**config.mk**
```make
export PLATFORM = sky130hd
export DESIGN_NAME = sudoku_grid_tx_sequencer_flat
export DESIGN_NICKNAME = d
export VERILOG_FILES = /design/src/rtl/sudoku_grid_tx_sequencer_pkg.sv /design/src/rtl/sudoku_grid_tx_sequencer_if.sv /design/src/rtl/sudoku_grid_tx_sequencer_encoder.sv /design/src/rtl/sudoku_grid_tx_sequencer.sv /design/src/flat_wrapper.sv
export SDC_FILE = /design/constraint.sdc
export NUM_CORES = 1
export LEC_CHECK = 0
export ABC_CLOCK_PERIOD_IN_PS = 3700
export CORE_MARGIN = 2
export CORE_UTILIZATION = 51
export CTS_CLUSTER_SIZE = 40
export DETAILED_ROUTE_END_ITERATION = 8
export MAX_ROUTING_LAYER = met4
export PLACE_DENSITY = 0.91
export SLEW_MARGIN = 20
export SYNTH_ARGS = -nofsm -noshare
export SYNTH_HDL_FRONTEND = slang
export SYNTH_SLANG_ARGS = --single-unit
```
**constraint.sdc**
```tcl
create_clock -name i_Clk -period 3.7 [get_ports i_Clk]
set_clock_uncertainty 0.15 [all_clocks]
set_input_delay 0.555 -clock i_Clk [delete_from_list [all_inputs] [get_ports i_Clk]]
set_output_delay 0.555 -clock i_Clk [all_outputs]
set_load 0.02 [all_outputs]
```
**src/rtl/sudoku_grid_tx_sequencer_pkg.sv**
```systemverilog
// Shared state encoding and ASCII constants for the sudoku grid transmitter.
// Imported by the encoder, the sequencer top and anything that decodes its bytes.
package sudoku_pkg;

    typedef enum logic [2:0] {
        IDLE,
        FETCH,
        SEND,
        WAIT,
        CR,
        LF,
        DONE
    } state_t;

    localparam logic [7:0] ASCII_ZERO = 8'h30;
    localparam logic [7:0] ASCII_ONE  = 8'h31;
    localparam logic [7:0] ASCII_BAD  = 8'h3F;
    localparam logic [7:0] ASCII_CR   = 8'h0D;
    localparam logic [7:0] ASCII_LF   = 8'h0A;
    localparam logic [3:0] GRID_MAX   = 4'd8;

endpackage

```
**src/rtl/sudoku_grid_tx_sequencer_if.sv**
```systemverilog
// Bundle of grid-store, UART and control signals around the grid sequencer.
// The master side is the sequencer; the slave side is the grid store, UART and controller.
interface sudoku_grid_tx_sequencer_if;

    logic       i_Start;
    logic [3:0] o_Cell_X;
    logic [3:0] o_Cell_Y;
    logic [8:0] i_Cell;
    logic [7:0] o_Tx_Byte;
    logic       o_Tx_Ready;
    logic       i_Tx_Completed;
    logic       o_Busy;
    logic       o_Done;
    logic       o_Bad_Cell;

    modport master (
        input  i_Start,
        input  i_Cell,
        input  i_Tx_Completed,
        output o_Cell_X,
        output o_Cell_Y,
        output o_Tx_Byte,
        output o_Tx_Ready,
        output o_Busy,
        output o_Done,
        output o_Bad_Cell
    );

    modport slave (
        output i_Start,
        output i_Cell,
        output i_Tx_Completed,
        input  o_Cell_X,
        input  o_Cell_Y,
        input  o_Tx_Byte,
        input  o_Tx_Ready,
        input  o_Busy,
        input  o_Done,
        input  o_Bad_Cell
    );

endinterface

```
**src/rtl/sudoku_grid_tx_sequencer_encoder.sv**
```systemverilog
// Combinational one-hot cell to ASCII digit converter.
// Empty cell prints '0', a single set bit k prints '1'+k, anything else prints '?'.
module sudoku_cell_ascii_encoder
    import sudoku_pkg::*;
(
    input  logic [8:0] i_Cell,
    output logic [7:0] o_Ascii,
    output logic       o_Bad
);

    always_comb begin
        o_Ascii = ASCII_BAD;
        o_Bad   = 1'b1;
        if (i_Cell == 9'd0) begin
            o_Ascii = ASCII_ZERO;
            o_Bad   = 1'b0;
        end else begin
            for (int k = 0; k < 9; k++) begin
                if (i_Cell == 9'(1 << k)) begin
                    o_Ascii = ASCII_ONE + 8'(k);
                    o_Bad   = 1'b0;
                end
            end
        end
    end

endmodule

```
**src/rtl/sudoku_grid_tx_sequencer.sv**
```systemverilog
// Walks a 9x9 grid row-major, encodes each cell as ASCII and hands bytes to a UART
// one at a time, optionally terminating every row with CR LF.
module sudoku_grid_tx_sequencer
    import sudoku_pkg::*;
#(
    parameter int p_ROW_TERM = 1
) (
    input logic i_Clk,
    input logic i_Rst_n,
    sudoku_grid_tx_sequencer_if.master bus
);

    localparam bit c_ROW_TERM = (p_ROW_TERM != 0);

    state_t     r_State;
    logic [3:0] r_Cell_X;
    logic [3:0] r_Cell_Y;
    logic [7:0] r_Tx_Byte;
    logic       r_Tx_Ready;
    logic       r_Busy;
    logic       r_Done;
    logic       r_Bad_Cell;

    logic [7:0] w_Ascii;
    logic       w_Bad;

    sudoku_cell_ascii_encoder u_Encoder (
        .i_Cell  (bus.i_Cell),
        .o_Ascii (w_Ascii),
        .o_Bad   (w_Bad)
    );

    // CR/LF launch their byte on the edge that enters the state and then wait in it,
    // so a new pulse is only ever issued on the edge that retires the previous byte.
    always_ff @(posedge i_Clk or negedge i_Rst_n) begin
        if (!i_Rst_n) begin
            r_State    <= IDLE;
            r_Cell_X   <= 4'd0;
            r_Cell_Y   <= 4'd0;
            r_Tx_Byte  <= 8'd0;
            r_Tx_Ready <= 1'b0;
            r_Busy     <= 1'b0;
            r_Done     <= 1'b0;
            r_Bad_Cell <= 1'b0;
        end else begin
            r_Tx_Ready <= 1'b0;
            r_Done     <= 1'b0;
            unique case (r_State)
                IDLE: begin
                    if (bus.i_Start) begin
                        r_Cell_X   <= 4'd0;
                        r_Cell_Y   <= 4'd0;
                        r_Bad_Cell <= 1'b0;
                        r_Busy     <= 1'b1;
                        r_State    <= FETCH;
                    end
                end
                FETCH: begin
                    r_State <= SEND;
                end
                SEND: begin
                    r_Tx_Byte  <= w_Ascii;
                    r_Tx_Ready <= 1'b1;
                    if (w_Bad) begin
                        r_Bad_Cell <= 1'b1;
                    end
                    r_State <= WAIT;
                end
                WAIT: begin
                    if (bus.i_Tx_Completed) begin
                        if (r_Cell_X < GRID_MAX) begin
                            r_Cell_X <= r_Cell_X + 4'd1;
                            r_State  <= FETCH;
                        end else begin
                            r_Cell_X <= 4'd0;
                            if (c_ROW_TERM) begin
                                r_Tx_Byte  <= ASCII_CR;
                                r_Tx_Ready <= 1'b1;
                                r_State    <= CR;
                            end else if (r_Cell_Y < GRID_MAX) begin
                                r_Cell_Y <= r_Cell_Y + 4'd1;
                                r_State  <= FETCH;
                            end else begin
                                r_Busy  <= 1'b0;
                                r_Done  <= 1'b1;
                                r_State <= DONE;
                            end
                        end
                    end
                end
                CR: begin
                    if (bus.i_Tx_Completed) begin
                        r_Tx_Byte  <= ASCII_LF;
                        r_Tx_Ready <= 1'b1;
                        r_State    <= LF;
                    end
                end
                LF: begin
                    if (bus.i_Tx_Completed) begin
                        if (r_Cell_Y < GRID_MAX) begin
                            r_Cell_Y <= r_Cell_Y + 4'd1;
                            r_State  <= FETCH;
                        end else begin
                            r_Busy  <= 1'b0;
                            r_Done  <= 1'b1;
                            r_State <= DONE;
                        end
                    end
                end
                DONE: begin
                    r_State <= IDLE;
                end
                default: begin
                    r_State <= IDLE;
                end
            endcase
        end
    end

    assign bus.o_Cell_X   = r_Cell_X;
    assign bus.o_Cell_Y   = r_Cell_Y;
    assign bus.o_Tx_Byte  = r_Tx_Byte;
    assign bus.o_Tx_Ready = r_Tx_Ready;
    assign bus.o_Busy     = r_Busy;
    assign bus.o_Done     = r_Done;
    assign bus.o_Bad_Cell = r_Bad_Cell;

endmodule
```
**src/flat_wrapper.sv**
```systemverilog
// flat-port wrapper written by rule: the top's interface ports become plain ports
module sudoku_grid_tx_sequencer_flat import sudoku_pkg::*;
#(
    parameter int p_ROW_TERM = 1
)
  (i_Clk, i_Rst_n, bus_i_Start, bus_i_Cell, bus_i_Tx_Completed, bus_o_Cell_X, bus_o_Cell_Y, bus_o_Tx_Byte, bus_o_Tx_Ready, bus_o_Busy, bus_o_Done, bus_o_Bad_Cell);
  sudoku_grid_tx_sequencer_if bus_i ();
  input logic i_Clk;
  input logic i_Rst_n;
  input wire logic [$bits(bus_i.i_Start)-1:0] bus_i_Start;
  input wire logic [$bits(bus_i.i_Cell)-1:0] bus_i_Cell;
  input wire logic [$bits(bus_i.i_Tx_Completed)-1:0] bus_i_Tx_Completed;
  output wire logic [$bits(bus_i.o_Cell_X)-1:0] bus_o_Cell_X;
  output wire logic [$bits(bus_i.o_Cell_Y)-1:0] bus_o_Cell_Y;
  output wire logic [$bits(bus_i.o_Tx_Byte)-1:0] bus_o_Tx_Byte;
  output wire logic [$bits(bus_i.o_Tx_Ready)-1:0] bus_o_Tx_Ready;
  output wire logic [$bits(bus_i.o_Busy)-1:0] bus_o_Busy;
  output wire logic [$bits(bus_i.o_Done)-1:0] bus_o_Done;
  output wire logic [$bits(bus_i.o_Bad_Cell)-1:0] bus_o_Bad_Cell;
  assign bus_i.i_Start = bus_i_Start;
  assign bus_i.i_Cell = bus_i_Cell;
  assign bus_i.i_Tx_Completed = bus_i_Tx_Completed;
  assign bus_o_Cell_X = bus_i.o_Cell_X;
  assign bus_o_Cell_Y = bus_i.o_Cell_Y;
  assign bus_o_Tx_Byte = bus_i.o_Tx_Byte;
  assign bus_o_Tx_Ready = bus_i.o_Tx_Ready;
  assign bus_o_Busy = bus_i.o_Busy;
  assign bus_o_Done = bus_i.o_Done;
  assign bus_o_Bad_Cell = bus_i.o_Bad_Cell;
  sudoku_grid_tx_sequencer #(.p_ROW_TERM(p_ROW_TERM)) u_core (.i_Clk(i_Clk), .i_Rst_n(i_Rst_n), .bus(bus_i));
endmodule
```
==> run metrics <==
outcome completed; share of the synthesized area in the top cell type ~41%; sequential share of power slightly below 40%; NetSw approximately 410 uW; share of cells above drive strength 1 3.49%; final non-filler cell area approximately 0.0015 mm2; Num CTS Buffers 3; Yosys cell types 44; Die H around 53 um; area delta synth->final 25.4%; Period Utilization, post-route a little under two thirds; filler cell count 179; post-route ant nets 0; hold path cells 1; fmax about 430 MHz; Total GRT Usage 22.8%; Port Buf Inserts 30; CP endpoint kind flip-flop; Site Rows 17; Pleak between 0.6 and 0.7 nW; Synth async-reset ratio 100%; sequential area share after synthesis between 40 and 50%; Clk pwr share 10.3%; CTS tree done; Pre-antenna DRT Iters 4; DRT iter0 DRCs 24; dpl cell area 0.00152 mm2; Syn Inst Count about 150; crit-path max FO 8; final setup fails 0; Util after Layout 68.9%; Via Count 1196; max-cap viol count 0; hold_buf cts 0; final hold vios 0; yosys warns 0; Via density roughly 6.0; Area contributors post-synth dfrtp_1 41%, nor2_1 6.4%, o21ai_0 5.7%, nand2_1 3.7%, a21oi_1 3.3%; Nets 189; # DRC 0; Power, Total ~950 uW; vias in the first global route about 1100; H-tree depth 1; wire per inst roughly 14 um; clk root buf clkbuf_4; Buf/Inv on CP 1; largest net degree at the start of global routing 21; Critical R2R Capture u_core.bus.o_Tx_Byte[1]$_DFFE_PN0P_; initial antenna violation count 0; r2r worst-path depth 6; CP Class in -> reg; antenna cells 0; CTS clock-pin slew for the worst setup and hold paths ~0.10 ns; Post-synth EDFFs 0; final WL roughly 2.8 mm; area leader, netlist dfrtp_1; core area between 0.002 and 0.0025 mm2; boundary pin count 33; Detail Placement HPWL 2.19 mm; Mean Syn Cell Area 8.40 um2; Final Wtd Congestion 0.864; critical path's top delay family simple AND/OR/NAND/NOR gates; max incr delay on CP 0.61 ns; Logic pwr share 51.2%; synthesized flop and latch total 20; postcts setup bufs 0; switching share of power a little over two fifths; Worst EP required 3.73 ns; hold_sp u_core.bus.o_Bad_Cell$_DFFE_PN0P_; first-pass GRT wire length between 4 and 5 mm; slowest CP cell or4_4; Slew headroom approximately two fifths; RR Startpoint u_core.r_State[2]$_DFFE_PN0P_; Overflow after GRT 0; Post-Syn Area about 0.0012 mm2; internal power around 530 uW; clock sink count 20; PwrDens a little over 600 mW/mm2; final slew viol count 0; Hold Crit Endpoint u_core.bus.o_Bad_Cell$_DFFE_PN0P_; crit path cell chain clkdlybuf4s50_1 -> or4_4 -> o22ai_1 -> and2b_1 -> o21ai_1 -> a221o_1; FF-to-FF setup slack between 1.5 and 2 ns; crit path launch type input port; CTS max path bufs 2; critical path data arrival time between 2 and 2.5 ns; die footprint about 0.0028 mm2; Resized cells post-CTS 0; worst skew pair latency 0.29 ns; post-route minimum period 2.34 ns; commonest cells in the netlist 21 x nor2_1, 20 x dfrtp_1, 14 x o21ai_0; Die Wd 53.0 um; aggregate negative setup slack 0 ns; hold crit path type reg -> reg; Peak VDD IR approximately 0.33 mV; top-count cell post-synth nor2_1; Slew @ Worst Pin slightly below 0.9 ns; Initial Utilization a little over half; Main synth FF type dfrtp_1; RSZ-0062 raised after global routing no
-- power by group through the flow --
stage / sequential (mW) / clock, mW / combinational (mW)
floorplan: 0.378 / 0 / 0.295
global placement: 0.362 / 0 / 0.464
detailed placement: 0.367 / 0 / 0.481
CTS: 0.362 / 0.0996 / 0.484
global route: 0.376 / 0.112 / 0.530
finish: 0.364 / 0.0977 / 0.484
-- how the worst max path moves through the flow --
stage / start / end / slack, ns / depth (start not counted)
floorplan: bus_i_Cell[1] / u_core.bus.o_Tx_Byte[0]$_DFFE_PN0P_ / 1.64 / 6
global placement: bus_i_Cell[2] / u_core.bus.o_Tx_Byte[0]$_DFFE_PN0P_ / 1.15 / 6
detailed placement: bus_i_Cell[2] / u_core.bus.o_Tx_Byte[0]$_DFFE_PN0P_ / 1.06 / 6
CTS: bus_i_Cell[2] / u_core.bus.o_Tx_Byte[0]$_DFFE_PN0P_ / 1.37 / 6
global route: bus_i_Cell[2] / u_core.bus.o_Tx_Byte[0]$_DFFE_PN0P_ / 1.30 / 6
finish: bus_i_Cell[2] / u_core.bus.o_Tx_Byte[0]$_DFFE_PN0P_ / 1.36 / 6
-- final cells by class --
cell class                 count  area, um2  share of cell area [%]
clock buffer                   3       22.5                    1.46
multi-input combinational    111        649                    42.2
sequential                    20        500                    32.5
tap                           28       35.0                    2.28
timing repair buffer          30        300                    19.5
inverter                       8       30.0                    1.95
-- cells in the final DEF, fill, tap and decap left out, types with 2 or more instances in the layout --
| cell type | count |
|---|---|
| inv_1 | 8 |
| dfrtp_1 | 20 |
| o21ai_0 | 14 |
| o41ai_1 | 2 |
| nand2b_1 | 3 |
| a31oi_1 | 3 |
| a21oi_1 | 8 |
| nand3_1 | 4 |
| o22ai_1 | 4 |
| conb_1 | 2 |
| clkbuf_4 | 3 |
| ha_1 | 2 |
| or2_2 | 2 |
| a221o_1 | 2 |
| xor2_1 | 3 |
| mux2i_1 | 3 |
| nor2_1 | 21 |
| nor3_1 | 4 |
| nand2_1 | 12 |
| clkdlybuf4s50_1 | 30 |
-- sequential cells by signal, summed over array words and instances, names as in the netlist --
signal and count:
u_core.bus.o_Cell_Y 4, u_core.bus.o_Tx_Byte 5, u_core.r_State 3, u_core.bus.o_Tx_Ready 1
u_core.bus.o_Cell_X 4, u_core.bus.o_Done 1, u_core.bus.o_Bad_Cell 1, u_core.bus.o_Busy 1
-- cell families (layout without fill, tap and decap cells) --
logic type | after synthesis | in the layout | synth area share [%]
adder cells (fa/ha/maj) | 2 | 2 | 2.04
AND/OR/NAND/NOR | 55 | 55 | 21.4
buffers and inverters | 16 | 41 | 6.53
AO/OA/AOI/OAI | 45 | 45 | 23.6
multiplexers | 3 | 3 | 2.45
XOR/XNOR | 4 | 4 | 2.86
flip-flops | 20 | 20 | 40.8
other | 1 | 2 | 0.306
-- per-stage QoR --
| stage | cells | hold slack (ns) | setup slack (ns) |
|---|---|---|---|
| finish | 200 | 0.366 | 1.36 |
| global route | 200 | 0.382 | 1.30 |
| CTS | 200 | 0.372 | 1.37 |
| detailed placement | 197 | 0.348 | 1.06 |
| global placement | 197 | 0.342 | 1.15 |
| floorplan | 147 | 0.109 | 1.64 |
-- per-layer routing --
metal  track usage, %  part of all wire [%]
met5                -                     0
met4             13.7                   2.7
met3             2.54                   5.3
met2             39.0                    52
met1             25.4                    40
Note: power is estimated with default switching activity, not from simulation.
